==> src/rtl/axil_arb_pkg.sv <==
// Shared types and constants for the two-requester AXI-lite memory arbiter.
package axil_arb_pkg;

    typedef enum logic [2:0] {
        IDLE    = 3'd0,
        WR_ADDR = 3'd1,
        WR_RESP = 3'd2,
        RD_ADDR = 3'd3,
        RD_DATA = 3'd4,
        DONE    = 3'd5
    } arb_state_e;

    localparam logic [1:0] AXI_RESP_OKAY = 2'b00;

    localparam logic REQ0 = 1'b0;
    localparam logic REQ1 = 1'b1;

    function automatic logic resp_is_err(input logic [1:0] resp);
        return resp != AXI_RESP_OKAY;
    endfunction

endpackage

==> src/rtl/axil_mem_arbiter_if.sv <==
// AXI-lite bus (no prot/strobe) connecting the arbiter's master port to a slave.
interface axil_mem_arbiter_if #(
    parameter int ADDR_WIDTH = 32,
    parameter int DATA_WIDTH = 32
);
    logic [ADDR_WIDTH-1:0] awaddr;
    logic                  awvalid;
    logic                  awready;
    logic [DATA_WIDTH-1:0] wdata;
    logic                  wvalid;
    logic                  wready;
    logic [1:0]            bresp;
    logic                  bvalid;
    logic                  bready;
    logic [ADDR_WIDTH-1:0] araddr;
    logic                  arvalid;
    logic                  arready;
    logic [DATA_WIDTH-1:0] rdata;
    logic [1:0]            rresp;
    logic                  rvalid;
    logic                  rready;

    modport master (
        output awaddr, awvalid, wdata, wvalid, bready, araddr, arvalid, rready,
        input  awready, wready, bresp, bvalid, arready, rdata, rresp, rvalid
    );

    modport slave (
        input  awaddr, awvalid, wdata, wvalid, bready, araddr, arvalid, rready,
        output awready, wready, bresp, bvalid, arready, rdata, rresp, rvalid
    );
endinterface

==> src/rtl/axil_mem_arbiter_rr_arb2.sv <==
// Combinational two-way round-robin picker: on a conflict the requester that
// did not win last time is chosen.
module rr_arb2
    import axil_arb_pkg::*;
(
    input  logic [1:0] req,
    input  logic       last_grant,
    output logic       gnt_valid,
    output logic       gnt_id
);
    always_comb begin
        gnt_valid = |req;
        gnt_id    = REQ0;
        if (req == 2'b11) begin
            gnt_id = ~last_grant;
        end else if (req[1]) begin
            gnt_id = REQ1;
        end
    end
endmodule

==> src/rtl/axil_mem_arbiter.sv <==
// Shares one AXI-lite master port between two native memory requesters.
// Optional grant/conflict counters are enabled with `define AXIL_ARB_PERF_CNT_EN.
module axil_mem_arbiter
    import axil_arb_pkg::*;
#(
    parameter int ADDR_WIDTH = 32,
    parameter int DATA_WIDTH = 32
) (
    input  logic                  clk,
    input  logic                  rstn,
    input  logic                  r0_valid,
    input  logic                  r0_write,
    input  logic [ADDR_WIDTH-1:0] r0_addr,
    input  logic [DATA_WIDTH-1:0] r0_wdata,
    output logic                  r0_ready,
    output logic [DATA_WIDTH-1:0] r0_rdata,
    output logic                  r0_err,
    input  logic                  r1_valid,
    input  logic                  r1_write,
    input  logic [ADDR_WIDTH-1:0] r1_addr,
    input  logic [DATA_WIDTH-1:0] r1_wdata,
    output logic                  r1_ready,
    output logic [DATA_WIDTH-1:0] r1_rdata,
    output logic                  r1_err,
`ifdef AXIL_ARB_PERF_CNT_EN
    output logic [31:0]           perf_grant0,
    output logic [31:0]           perf_grant1,
    output logic [31:0]           perf_conflict,
`endif
    axil_mem_arbiter_if.master    m_axil
);
    arb_state_e state, state_nxt;

    logic                  gnt_valid, gnt_id;
    logic                  last_grant, gnt_id_q;
    logic                  sel_write;
    logic [ADDR_WIDTH-1:0] sel_addr, addr_q;
    logic [DATA_WIDTH-1:0] sel_wdata, wdata_q;
    logic                  aw_done_q, w_done_q, aw_done_d, w_done_d;
    logic                  awvalid_q, wvalid_q, bready_q, arvalid_q, rready_q;
    logic [DATA_WIDTH-1:0] rsp_data_d;
    logic                  rsp_err_d;

    rr_arb2 u_rr_arb2 (
        .req        ({r1_valid, r0_valid}),
        .last_grant (last_grant),
        .gnt_valid  (gnt_valid),
        .gnt_id     (gnt_id)
    );

    assign sel_write = (gnt_id == REQ1) ? r1_write : r0_write;
    assign sel_addr  = (gnt_id == REQ1) ? r1_addr  : r0_addr;
    assign sel_wdata = (gnt_id == REQ1) ? r1_wdata : r0_wdata;

    // AW and W complete independently; a handshake in this cycle counts as done.
    assign aw_done_d = (state == WR_ADDR) && (aw_done_q || (awvalid_q && m_axil.awready));
    assign w_done_d  = (state == WR_ADDR) && (w_done_q  || (wvalid_q  && m_axil.wready));

    assign rsp_data_d = (state == RD_DATA) ? m_axil.rdata : '0;
    assign rsp_err_d  = (state == RD_DATA) ? resp_is_err(m_axil.rresp)
                                           : resp_is_err(m_axil.bresp);

    always_ff @(posedge clk or negedge rstn) begin
        if (!rstn) begin
            state <= IDLE;
        end else begin
            state <= state_nxt;
        end
    end

    always_comb begin
        state_nxt = state;
        unique case (state)
            IDLE:    if (gnt_valid) state_nxt = sel_write ? WR_ADDR : RD_ADDR;
            WR_ADDR: if (aw_done_d && w_done_d) state_nxt = WR_RESP;
            WR_RESP: if (m_axil.bvalid) state_nxt = DONE;
            RD_ADDR: if (m_axil.arready) state_nxt = RD_DATA;
            RD_DATA: if (m_axil.rvalid) state_nxt = DONE;
            DONE:    state_nxt = IDLE;
            default: state_nxt = IDLE;
        endcase
    end

    // Every outward signal is a flop loaded from the next state, so it is
    // glitch-free and holds steady while its channel is stalled.
    always_ff @(posedge clk or negedge rstn) begin
        if (!rstn) begin
            last_grant <= REQ1;
            gnt_id_q   <= REQ0;
            addr_q     <= '0;
            wdata_q    <= '0;
            aw_done_q  <= 1'b0;
            w_done_q   <= 1'b0;
            awvalid_q  <= 1'b0;
            wvalid_q   <= 1'b0;
            bready_q   <= 1'b0;
            arvalid_q  <= 1'b0;
            rready_q   <= 1'b0;
            r0_ready   <= 1'b0;
            r0_rdata   <= '0;
            r0_err     <= 1'b0;
            r1_ready   <= 1'b0;
            r1_rdata   <= '0;
            r1_err     <= 1'b0;
        end else begin
            if (state == IDLE && gnt_valid) begin
                addr_q     <= sel_addr;
                wdata_q    <= sel_wdata;
                last_grant <= gnt_id;
                gnt_id_q   <= gnt_id;
            end
            aw_done_q <= aw_done_d;
            w_done_q  <= w_done_d;
            awvalid_q <= (state_nxt == WR_ADDR) && !aw_done_d;
            wvalid_q  <= (state_nxt == WR_ADDR) && !w_done_d;
            bready_q  <= (state_nxt == WR_RESP);
            arvalid_q <= (state_nxt == RD_ADDR);
            rready_q  <= (state_nxt == RD_DATA);
            r0_ready  <= (state_nxt == DONE) && (gnt_id_q == REQ0);
            r1_ready  <= (state_nxt == DONE) && (gnt_id_q == REQ1);
            r0_rdata  <= ((state_nxt == DONE) && (gnt_id_q == REQ0)) ? rsp_data_d : '0;
            r1_rdata  <= ((state_nxt == DONE) && (gnt_id_q == REQ1)) ? rsp_data_d : '0;
            r0_err    <= (state_nxt == DONE) && (gnt_id_q == REQ0) && rsp_err_d;
            r1_err    <= (state_nxt == DONE) && (gnt_id_q == REQ1) && rsp_err_d;
        end
    end

    assign m_axil.awaddr  = addr_q;
    assign m_axil.awvalid = awvalid_q;
    assign m_axil.wdata   = wdata_q;
    assign m_axil.wvalid  = wvalid_q;
    assign m_axil.bready  = bready_q;
    assign m_axil.araddr  = addr_q;
    assign m_axil.arvalid = arvalid_q;
    assign m_axil.rready  = rready_q;

`ifdef AXIL_ARB_PERF_CNT_EN
    always_ff @(posedge clk or negedge rstn) begin
        if (!rstn) begin
            perf_grant0   <= '0;
            perf_grant1   <= '0;
            perf_conflict <= '0;
        end else begin
            if (state == IDLE && gnt_valid) begin
                if (gnt_id == REQ0) perf_grant0 <= perf_grant0 + 32'd1;
                else                perf_grant1 <= perf_grant1 + 32'd1;
            end
            if (state == IDLE && r0_valid && r1_valid) begin
                perf_conflict <= perf_conflict + 32'd1;
            end
        end
    end
`endif

endmodule

==> src/flat_wrapper.sv <==
// flat-port wrapper written by rule: the top's interface ports become plain ports
module axil_mem_arbiter_flat import axil_arb_pkg::*;
#(
    parameter int ADDR_WIDTH = 32,
    parameter int DATA_WIDTH = 32
)
  (clk, rstn, r0_valid, r0_write, r0_addr, r0_wdata, r0_ready, r0_rdata, r0_err, r1_valid, r1_write, r1_addr, r1_wdata, r1_ready, r1_rdata, r1_err, m_axil_awaddr, m_axil_awvalid, m_axil_wdata, m_axil_wvalid, m_axil_bready, m_axil_araddr, m_axil_arvalid, m_axil_rready, m_axil_awready, m_axil_wready, m_axil_bresp, m_axil_bvalid, m_axil_arready, m_axil_rdata, m_axil_rresp, m_axil_rvalid);
  axil_mem_arbiter_if #(.ADDR_WIDTH(ADDR_WIDTH), .DATA_WIDTH(DATA_WIDTH)) m_axil_i ();
  input  logic clk;
  input  logic rstn;
  input  logic r0_valid;
  input  logic r0_write;
  input  logic [ADDR_WIDTH-1:0] r0_addr;
  input  logic [DATA_WIDTH-1:0] r0_wdata;
  output logic r0_ready;
  output logic [DATA_WIDTH-1:0] r0_rdata;
  output logic r0_err;
  input  logic r1_valid;
  input  logic r1_write;
  input  logic [ADDR_WIDTH-1:0] r1_addr;
  input  logic [DATA_WIDTH-1:0] r1_wdata;
  output logic r1_ready;
  output logic [DATA_WIDTH-1:0] r1_rdata;
  output logic r1_err;
  output wire logic [$bits(m_axil_i.awaddr)-1:0] m_axil_awaddr;
  output wire logic [$bits(m_axil_i.awvalid)-1:0] m_axil_awvalid;
  output wire logic [$bits(m_axil_i.wdata)-1:0] m_axil_wdata;
  output wire logic [$bits(m_axil_i.wvalid)-1:0] m_axil_wvalid;
  output wire logic [$bits(m_axil_i.bready)-1:0] m_axil_bready;
  output wire logic [$bits(m_axil_i.araddr)-1:0] m_axil_araddr;
  output wire logic [$bits(m_axil_i.arvalid)-1:0] m_axil_arvalid;
  output wire logic [$bits(m_axil_i.rready)-1:0] m_axil_rready;
  input wire logic [$bits(m_axil_i.awready)-1:0] m_axil_awready;
  input wire logic [$bits(m_axil_i.wready)-1:0] m_axil_wready;
  input wire logic [$bits(m_axil_i.bresp)-1:0] m_axil_bresp;
  input wire logic [$bits(m_axil_i.bvalid)-1:0] m_axil_bvalid;
  input wire logic [$bits(m_axil_i.arready)-1:0] m_axil_arready;
  input wire logic [$bits(m_axil_i.rdata)-1:0] m_axil_rdata;
  input wire logic [$bits(m_axil_i.rresp)-1:0] m_axil_rresp;
  input wire logic [$bits(m_axil_i.rvalid)-1:0] m_axil_rvalid;
  assign m_axil_awaddr = m_axil_i.awaddr;
  assign m_axil_awvalid = m_axil_i.awvalid;
  assign m_axil_wdata = m_axil_i.wdata;
  assign m_axil_wvalid = m_axil_i.wvalid;
  assign m_axil_bready = m_axil_i.bready;
  assign m_axil_araddr = m_axil_i.araddr;
  assign m_axil_arvalid = m_axil_i.arvalid;
  assign m_axil_rready = m_axil_i.rready;
  assign m_axil_i.awready = m_axil_awready;
  assign m_axil_i.wready = m_axil_wready;
  assign m_axil_i.bresp = m_axil_bresp;
  assign m_axil_i.bvalid = m_axil_bvalid;
  assign m_axil_i.arready = m_axil_arready;
  assign m_axil_i.rdata = m_axil_rdata;
  assign m_axil_i.rresp = m_axil_rresp;
  assign m_axil_i.rvalid = m_axil_rvalid;
  axil_mem_arbiter #(.ADDR_WIDTH(ADDR_WIDTH), .DATA_WIDTH(DATA_WIDTH)) u_core (.clk(clk), .rstn(rstn), .r0_valid(r0_valid), .r0_write(r0_write), .r0_addr(r0_addr), .r0_wdata(r0_wdata), .r0_ready(r0_ready), .r0_rdata(r0_rdata), .r0_err(r0_err), .r1_valid(r1_valid), .r1_write(r1_write), .r1_addr(r1_addr), .r1_wdata(r1_wdata), .r1_ready(r1_ready), .r1_rdata(r1_rdata), .r1_err(r1_err), .m_axil(m_axil_i));
endmodule
==> config.mk <==
export PLATFORM = sky130hd
export DESIGN_NAME = axil_mem_arbiter_flat
export DESIGN_NICKNAME = d
export VERILOG_FILES = /design/src/rtl/axil_arb_pkg.sv /design/src/rtl/axil_mem_arbiter_if.sv /design/src/rtl/axil_mem_arbiter_rr_arb2.sv /design/src/rtl/axil_mem_arbiter.sv /design/src/flat_wrapper.sv
export SDC_FILE = /design/constraint.sdc
export NUM_CORES = 1
export LEC_CHECK = 0
export BUFFER_PORTS_ARGS = -buffer_cell sky130_fd_sc_hd__buf_2
export CAP_MARGIN = 20
export CORE_MARGIN = 2
export CORE_UTILIZATION = 30
export CTS_BUF_LIST = sky130_fd_sc_hd__clkbuf_4 sky130_fd_sc_hd__clkbuf_8 sky130_fd_sc_hd__clkbuf_16
export CTS_CLUSTER_DIAMETER = 50
export DETAILED_ROUTE_END_ITERATION = 10
export PLACE_DENSITY = 0.66
export SLEW_MARGIN = 20
export SYNTH_ARGS = -nofsm -noshare
export SYNTH_HDL_FRONTEND = slang
export SYNTH_HIERARCHICAL = 1
export SYNTH_SLANG_ARGS = --single-unit
==> constraint.sdc <==
create_clock -name clk -period 1.4 [get_ports clk]
set_input_delay 0.21 -clock clk [delete_from_list [all_inputs] [get_ports clk]]
set_output_delay 0.21 -clock clk [all_outputs]
set_load 0.05 [all_outputs]
==> run_results.csv <==
group,metric,value,unit
outcome,status,"complete, but fails checks",
outcome,violations,"setup timing",
layout,final_area,0.0104,sq mm
layout,postLayoutCoreUtil,0.533,
clock_tree,clkSinkCount,144,
timing,setup_slack,-0.195,ns
floorplan,rows,51,
synthesis,syn-instance-count,512,
routing,remaining_drc_errors,0,
timing,fin_hold_ws,0.0191,ns
timing,period_share,1.14,
hold_path,min-delay-start,"m_axil_rdata[16]",
critical_path,r2r_end,"u_core/r1_rdata[0]",
power_and_ir_drop,power.switching,0.0125,W
place,place_hpwl,13100,um
place,post-place-ws,-0.175,ns
place,portBuffers,343,
clock_tree,root_buffer,"clkbuf_16",
synthesis,syn-num-nets,687,
layout,area_delta_synth_final,74.8,%
clock_tree,ctsHtreeMaxLevel,4,
critical_path,path_class,"flop to flop",
critical_path,r2r_start,"u_core/state[1]",
synthesis,syn-cell-area,0.00594,sq mm
global_routing,groute.usage.overall,0.164,
power_and_ir_drop,ir_drop,0.998,mV
clock_tree,clk_pin_slew,0.06,ns
floorplan,die_h,145,um
power_and_ir_drop,p_seq_frac,0.252,
synthesis,ys_seq_elements,144,
floorplan,start_util,0.305,
timing,hold_violations,0,
floorplan,die_w,145,um
timing,setup_viol,139,
routing,post_drt_wl_per_cell,16.9,um
critical_path,worstRegToRegCells,6,
power_and_ir_drop,switching_share,0.487,
hold_path,timing.hold.worst_path_depth,2,
routing,ant_nets,0,
floorplan,die-area,0.0209,sq mm
clock_tree,cts_buffer_depth,2,
timing,max_freq,627,MHz
power_and_ir_drop,power_density,2470,mW/mm^2
place,place.gp.congestion,0.766,
timing,finalClockSkew,0.00750,ns
synthesis,yosysWarnings,6,
global_routing,grt_pass1_wl,25700,um
timing,setup-tns-final,-19.99,ns
power_and_ir_drop,pwr-share-clk,0.173,
synthesis,synth.distinct_cells,34,
power_and_ir_drop,internal_power,0.0132,W
flow_run,maxCapViolations,0,
clock_tree,cts_tree,"built",
timing,tightestPinTransition,0.423,ns
layout,layout_common_cells,"buf_2, dfrtp_1, mux2i_1",
timing,finalCriticalPeriod,1.59,ns
global_routing,grt_max_degree,42,
timing,slew-limit-headroom,0.718,
synthesis,seq_area_frac_synth,0.607,
critical_path,slowest_delay,0.43,ns
hold_path,hold_path_class,"input pin to flop",
routing,avgViaCountPerCell,4.48,
global_routing,grt_overflow_total,0,
floorplan,core-area,0.0195,sq mm
layout,final_common_cell,"buf_2",
layout,drive_gt1_frac,0.695,
power_and_ir_drop,p_leak,5.23,nW
routing,wirelength,20200,um
place,postPlaceCellArea,0.00813,sq mm
layout,nets,1090,
clock_tree,insertion_delay,0.41,ns
critical_path,critPathMaxFanout,8,
hold_path,hold-path-endpoint,"u_core/r1_rdata[16]",
critical_path,worstPathArrival,1.95,ns
critical_path,worstSetupEndpointType,"flop",
synthesis,syn_avg_cell_area,11.6,sq um
critical_path,startpoint_type,"flop",
critical_path,r2r_setup_slack,-0.19,ns
critical_path,critical_path.cell_chain,"buf_6 > nor3b_4 > buf_6 > and3_4 > buf_12 > and2_4",
critical_path,critical-path-slowest-cell,"dfrtp_2",
routing,drt_iter0_markers,152,
layout,fillers,1646,
global_routing,antenna_found_initial,1,
power_and_ir_drop,power_frac_comb,0.575,
timing,drv_slew,0,
critical_path,required,1.76,ns
routing,dr.pass1.iters,4,
routing,dr_total_vias,5348,
global_routing,grt_pass1_vias,4994,
clock_tree,cts-buffers-inserted,17,
floorplan,pin_count,344,
timing,rsz0062_at_grt,"yes",
critical_path,critPathMostFrequentCell,"buf_6",
[critical path: cells and delay by family (launching register included)]
family | cells | cell delay (ns)
AND/OR/NAND/NOR | 3 | 0.65
buffers and inverters | 3 | 0.44
flip-flops | 1 | 0.43
[cell families (layout without fill, tap and decap cells)]
family                 Yosys count  in the layout  share of synthesized area
AOI/OAI and AO/OA               83             83                     0.0790
buffers and inverters           70            486                     0.0700
other                            0              1                          0
DFF                            144            144                      0.607
muxes                           66             66                      0.111
and+or+nand+nor                149            149                      0.133
[metal layers]
metal | share of wire | global-route usage
met5 | 0 | 0
met4 | 0.018 | 0.0618
met3 | 0.085 | 0.0638
met2 | 0.52 | 0.275
met1 | 0.38 | 0.190
[power groups by stage]
stage | combinational (W) | sequential (W) | clock (W)
4_1_cts | 0.0121 | 0.00611 | 0.00455
3_3_place_gp | 0.0110 | 0.00617 | 0
2_1_floorplan | 0.00501 | 0.00976 | 0
5_1_grt | 0.0155 | 0.00663 | 0.00476
6_report | 0.0148 | 0.00646 | 0.00444
3_5_place_dp | 0.0111 | 0.00619 | 0
[how the worst max path moves through the flow]
stage	start	to	slack, ns	depth (start not counted)
final	u_core/state[1]	u_core/r1_rdata[0]	-0.19	6
after CTS	u_core/state[2]	u_core/m_axil.wvalid	-0.14	6
after detailed placement	u_core/state[2]	u_core/m_axil.araddr[31]	-0.17	6
after global placement	u_core/state[1]	u_core/r0_ready	-0.12	4
after floorplan	u_core/state[2]	u_core/m_axil.araddr[0]	-0.007	5
after global routing	u_core/state[2]	u_core/r1_ready	-0.30	7
[cell usage after synthesis]
master,instances,area [sq um]
nor2b_1,1,6.26
a311oi_2,1,15.0
mux2i_1,66,661
a22oi_2,1,12.5
nand4bb_1,1,11.3
a21o_1,2,15.0
or2_1,1,6.26
nand2_1,6,22.5
o2111ai_1,1,8.76
buf_1,1,3.75
a21boi_2,1,11.3
nor4b_1,1,8.76
o2bb2ai_1,1,8.76
or3_1,1,6.26
nor3b_2,1,12.5
dfrtp_1,143,3580
and4b_1,1,10.0
nor3b_1,1,7.51
buf_4,36,270
clkbuf_1,12,45.0
o311ai_0,1,8.76
buf_2,14,70.1
nand4_1,1,6.26
a21boi_1,1,7.51
and3_1,3,18.8
nor2_1,66,248
inv_1,7,26.3
a211oi_1,4,30.0
a21oi_1,67,335
o21ai_0,2,10.0
dfstp_2,1,26.3
and2_1,64,400
a31oi_1,1,6.26
nor4b_4,1,23.8
[area by class of cell]
| cell class | instances | area (sq um) | area share |
|---|---|---|---|
| clock buffer | 19 | 453 | 0.0436 |
| tap | 265 | 332 | 0.0320 |
| sequential | 144 | 3610 | 0.348 |
| clock inverter | 13 | 126 | 0.0122 |
| multi-input combinational | 298 | 2750 | 0.265 |
| inverter | 7 | 26.3 | 0.00253 |
| timing repair buffer | 447 | 3080 | 0.297 |
| antenna | 1 | 2.50 | 0.000241 |
[metrics by stage]
stage / cells / total power [W]
after detailed placement: 1109 / 0.0173
after CTS: 1178 / 0.0227
after floorplan: 512 / 0.0148
after global routing: 1193 / 0.0269
after global placement: 1109 / 0.0172
final: 1194 / 0.0257
[registers in the layout (all words and copies together), names as in the netlist, 3 cells and up]
| signal | flops |
|---|---|
| u_core/r0_rdata | 32 |
| u_core/m_axil.araddr | 32 |
| u_core/m_axil.wdata | 32 |
| u_core/state | 3 |
| u_core/r1_rdata | 32 |
[repair_timing]
item,CTS,global route
pin swaps,9,46
gates cloned,2,12
setup buffers,10,4
endpoints found under the setup margin,83,141
hold buffers,25,0
resized for setup,44,239
endpoints found under the hold margin,73,0
Power figures use the tool's default switching activity.
